`src/rtl/spi_slave_pkg.sv`:
```
// Constants and types shared by the SPI slave receive and transmit shifters.
package spi_slave_pkg;

  localparam int unsigned SPI_CMD_LAST  = 7;  // last edge index of the 8-bit command
  localparam int unsigned QUAD_NIBBLE_W = 4;
  localparam int unsigned SPI_CNT_WIDTH = 8;

  typedef logic [SPI_CNT_WIDTH-1:0] spi_cnt_t;

endpackage

```
`src/rtl/spi_slave_rx_shifter.sv`:
```
// SPI slave receive shifter: samples MOSI (single or quad) on rising sclk and
// presents each completed segment as a word with a one-cycle data_ready pulse.
module spi_slave_rx_shifter
  import spi_slave_pkg::*;
#(
  parameter int unsigned DATA_WIDTH = 32,
  parameter int unsigned CNT_WIDTH  = 8
) (
  input  logic                  sclk,
  input  logic                  rstn,
  input  logic                  sdi0,
  input  logic                  sdi1,
  input  logic                  sdi2,
  input  logic                  sdi3,
  input  logic                  en_quad_in,
  input  logic [CNT_WIDTH-1:0]  counter_in,
  input  logic                  counter_in_upd,
  output logic [DATA_WIDTH-1:0] data,
  output logic                  data_ready
);

  logic [CNT_WIDTH-1:0]  counter_q, counter_d;
  logic [CNT_WIDTH-1:0]  trgt_q,    trgt_d;
  logic                  running_q, running_d;
  logic [DATA_WIDTH-1:0] shift_q,   shift_d;
  logic [DATA_WIDTH-1:0] data_q,    data_d;
  logic                  ready_q,   ready_d;
  logic                  active;
  logic                  seg_end;

  assign active  = running_q | counter_in_upd;
  assign seg_end = (counter_q == trgt_q);

  always_comb begin
    shift_d   = shift_q;
    counter_d = counter_q;
    data_d    = data_q;
    ready_d   = 1'b0;
    trgt_d    = trgt_q;
    running_d = running_q;

    if (active) begin
      if (en_quad_in)
        shift_d = {shift_q[DATA_WIDTH-QUAD_NIBBLE_W-1:0], sdi3, sdi2, sdi1, sdi0};
      else
        shift_d = {shift_q[DATA_WIDTH-2:0], sdi0};

      if (seg_end) begin
        counter_d = '0;
        data_d    = shift_d;
        ready_d   = 1'b1;
      end else begin
        counter_d = counter_q + CNT_WIDTH'(1);
      end
    end

    // Re-arming wins over a segment end on the same edge.
    if (counter_in_upd) begin
      trgt_d    = counter_in;
      running_d = 1'b1;
    end else if (seg_end) begin
      running_d = 1'b0;
    end
  end

  always_ff @(posedge sclk or negedge rstn) begin
    if (!rstn) begin
      counter_q <= '0;
      trgt_q    <= CNT_WIDTH'(SPI_CMD_LAST);
      running_q <= 1'b1;
      shift_q   <= '0;
      data_q    <= '0;
      ready_q   <= 1'b0;
    end else begin
      counter_q <= counter_d;
      trgt_q    <= trgt_d;
      running_q <= running_d;
      shift_q   <= shift_d;
      data_q    <= data_d;
      ready_q   <= ready_d;
    end
  end

  assign data       = data_q;
  assign data_ready = ready_q;

endmodule
```
`config.mk`:
```
export PLATFORM = sky130hd
export DESIGN_NAME = spi_slave_rx_shifter
export DESIGN_NICKNAME = d
export VERILOG_FILES = /design/src/rtl/spi_slave_pkg.sv /design/src/rtl/spi_slave_rx_shifter.sv
export SDC_FILE = /design/constraint.sdc
export NUM_CORES = 1
export LEC_CHECK = 0
export ABC_AREA = 1
export CORE_ASPECT_RATIO = 1.4
export CORE_MARGIN = 1
export CORE_UTILIZATION = 55
export CTS_CLUSTER_SIZE = 20
export DETAILED_ROUTE_END_ITERATION = 8
export PLACE_DENSITY = 0.79
export SYNTH_ARGS = -nofsm -noshare
export SYNTH_HDL_FRONTEND = slang
export SYNTH_SLANG_ARGS = --single-unit
```
`constraint.sdc`:
```
create_clock -name sclk -period 1.81 [get_ports sclk]
set_input_delay 0.362 -clock sclk [delete_from_list [all_inputs] [get_ports sclk]]
set_output_delay 0.362 -clock sclk [all_outputs]
set_load 0.01 [all_outputs]
```
==> results.md <==
### STA
* **PnR worst setup slack** 0.187 ns
* **relative max-transition margin** 75.6%
* **timing-limited maximum frequency** 616 MHz
* **Clock Skews** 0.0159 ns
* **final worst path period need** 1.62 ns
* **endpoints failing setup** 0
* **final number of hold-violating endpoints** 0
* **measured slew at the worst slew-check pin** 0.366 ns
* **Sum Neg Setup Slack** 0 ns
* **final clock period utilization by the worst path** 89.7%
* **number of pins with negative max-slew slack in the final report** 0
* **setup repair after global routing missed its margin** no

### Run status
* **result of the run** finished, final reports clean

### Synth
* **per-instance average area after synthesis** 7.88 um2
* **share of the synthesized area in the top cell type** 49.6%
* **most instantiated flip-flop cell in the synthesis netlist** sky130_fd_sc_hd__dfrtp_1
* **distinct cell type count after synthesis** 25
* **count of state elements after synthesis** 81
* **Mapped Cells** 493
* **share of synthesized area occupied by flip-flops and latches** 52.3%
* **biggest area contributors in the synthesized netlist** sky130_fd_sc_hd__dfrtp_1, sky130_fd_sc_hd__nand2_1, sky130_fd_sc_hd__o21ai_0
* **Synth Warn #** 0
* **largest area contributor in the netlist** sky130_fd_sc_hd__dfrtp_1
* **number of nets produced by synthesis** 510
* **most frequent cell after synthesis** sky130_fd_sc_hd__nand2_1
* **EDFF count, synth** 0
* **post-synthesis instance area** 3880 um2
* **ranking of synthesized cells by instance count** sky130_fd_sc_hd__nand2_1, sky130_fd_sc_hd__dfrtp_1, sky130_fd_sc_hd__o21ai_0
* **Async SR Flop Fraction** 100%

### Setup path
* **Critical Path Source Type** flip-flop
* **crit path max-delay cell type** sky130_fd_sc_hd__clkdlybuf4s50_1
* **Req. time, crit path** 1.45 ns
* **family of cells with the greatest summed delay on the critical path** buffers and inverters
* **cell breakdown of the critical path** clkdlybuf4s50_1
* **largest driver fanout on the critical path** 2
* **Crit path buffers/inverters** 1
* **flop2flop setup slack** 0.21 ns
* **critical register-to-register path endpoint** data[31]$_DFFE_PN0P_
* **maximum single-stage delay on the critical path** 0.55 ns
* **launch point of the critical path** data[1]$_DFFE_PN0P_
* **CP endpoint** data[1]
* **Crit Path Class** reg -> out
* **launching point of the worst reg2reg path** trgt_q[2]$_DFFE_PN1P_
* **Arrival @ worst endpoint** 1.26 ns
* **critical path capture point type** output pin
* **number of cells traversed by the worst register-to-register path** 10
* **logic depth of the worst setup path including buffers** 1

### Placement
* **total of buffers placed on input and output ports** 48
* **placement-stage worst setup slack** 0.0413 ns
* **Cell Area, Placed** 4470 um2
* **placed insts** 620
* **weighted congestion at the end of routability-driven global placement** 0.839
* **DP Wirelength** 5300 um

### Power and ir drop
* **peak ir drop on the vdd network** 0.000741 V
* **power density over cell area** 1290 nW/um2
* **static leakage power** 2.43 nW

### Floorplanning
* **standard cell core area** 6700 um2
* **Die Area** 7410 um2
* **die extent in x** 73.0 um
* **chip height** 101 um
* **Starting Density** 58.0%
* **number of top-level pins** 49
* **Row Count** 35

### Clocking
* **clock insertion delay at the later pin of the skew report** 0.35 ns
* **post-CTS repair timing setup buffer count** 0
* **number of buffers between clock root and the deepest sink** 2
* **clock root buffer** sky130_fd_sc_hd__clkbuf_8
* **maximum level of the CTS H-tree** 3
* **number of buffers inserted during clock tree synthesis** 9
* **CTS tree** yes
* **CTS clock-pin slew for the worst setup and hold paths** 0.08 ns
* **sinks on the clock net** 81

### Global routing
* **maximum number of pins on one net before global-route repair** 51
* **number of global-route vias before repair** 3,040
* **total global routing track utilization** 23.3%
* **grt total ovfl** 0
* **global-route wire length before repair** 13,200 um
* **antenna violations before repair** 0

### Routing
* **residual DRC count** 0
* **number of vias in the routed layout** 3,171
* **First-pass DRT Iterations** 6
* **Routed WL** 7670 um
* **mean number of vias per cell** 4.98
* **initial drt markers** 170
* **DR WL/cell** 12.0 um
* **number of routed nets with antenna violations** 0

### Job
* **Max-Cap Viols** 0

### Finish
* **post-layout instance count excluding filler cells** 637
* **fraction of layout cells with a size suffix above 1** 10.1%
* **fin nets** 557
* **finished layout cell area** 4690 um2
* **layout overhead on the synthesized area** 20.6%
* **diode insertion count for antenna repair** 0

### Hold path
* **worst min-delay path category** reg -> reg

-- layout by cell type, fill, tap and decap left out, types with 4 or more instances in the layout --
cell type,count
sky130_fd_sc_hd__buf_12,6
sky130_fd_sc_hd__buf_4,7
sky130_fd_sc_hd__clkbuf_8,9
sky130_fd_sc_hd__clkdlybuf4s50_1,47
sky130_fd_sc_hd__dfrtp_1,77
sky130_fd_sc_hd__dfstp_2,4
sky130_fd_sc_hd__inv_1,47
sky130_fd_sc_hd__inv_2,15
sky130_fd_sc_hd__nand2_1,193
sky130_fd_sc_hd__nand3_1,36
sky130_fd_sc_hd__nor2_1,6
sky130_fd_sc_hd__o21ai_0,72
-- through the flow --
step | hold WS (ns) | total power [mW] | utilization (%)
6_report | 0.470 | 6.04 | 69.9
5_1_grt | 0.497 | 6.48 | 69.9
4_1_cts | 0.476 | 6.09 | 69.9
3_5_place_dp | 0.305 | 4.69 | 66.7
3_3_place_gp | 0.305 | 4.62 | 66.7
2_1_floorplan | 0.0664 | 3.82 | -
-- routing by layer --
metal | share of wire, % | routed length (um) | global-route usage, % | vias to the layer above
met5 | 0 | 0 | 0 | -
met4 | 1.4 | 104 | 8.30 | 0
met3 | 3.2 | 242 | 4.28 | 7
met2 | 52 | 3960 | 40.5 | 54
met1 | 44 | 3360 | 28.9 | 1493
li1 | - | - | - | 1617
-- where the power goes --
part / switching [mW] / internal [mW] / leakage [nW]
Sequential: 0.350 / 2.30 / 1.04
Clock: 0.619 / 0.775 / 0.104
Combinational: 1.04 / 0.947 / 1.28
-- kinds of logic after synthesis --
logic type / share of synthesized area [%]
adders and majority gates: 0.322
and+or+nand+nor: 26.7
buffers and inverters: 10.4
xor gates and xnor gates: 0.676
DFF: 52.3
AOI/OAI and AO/OA: 9.53
-- layout make-up --
class	instances	area (um2)
clock inverter	4	70.1
fill	554	2010
tap	92	115
multi-input combinational	325	1450
clock buffer	12	135
timing repair buffer	61	653
inverter	62	233
sequential	81	2030
-- what timing repair did --
item,in CTS,in global routing
resized for setup,0,0
hold buffers,1,0
hold endpoints to repair,21,0
-- state kept, by name, indices dropped and copies added (netlist names) --
name        count
data_ready      1
data           32
counter_q       8
trgt_q          8
running_q       1
shift_q        31
-- worst min-delay path by stage --
stage	start	end	slack, ns	depth (start not counted)
after floorplan	rstn	counter_q[0]$_DFFE_PN0P_	0.07	0
after global placement	rstn	data[28]$_DFFE_PN0P_	0.31	1
after detailed placement	rstn	data[28]$_DFFE_PN0P_	0.30	1
after CTS	rstn	data[28]$_DFFE_PN0P_	0.48	2
after global routing	rstn	data[28]$_DFFE_PN0P_	0.50	2
final	data[30]$_DFFE_PN0P_	data[30]$_DFFE_PN0P_	0.47	2
Note: power is estimated with default switching activity, not from simulation.
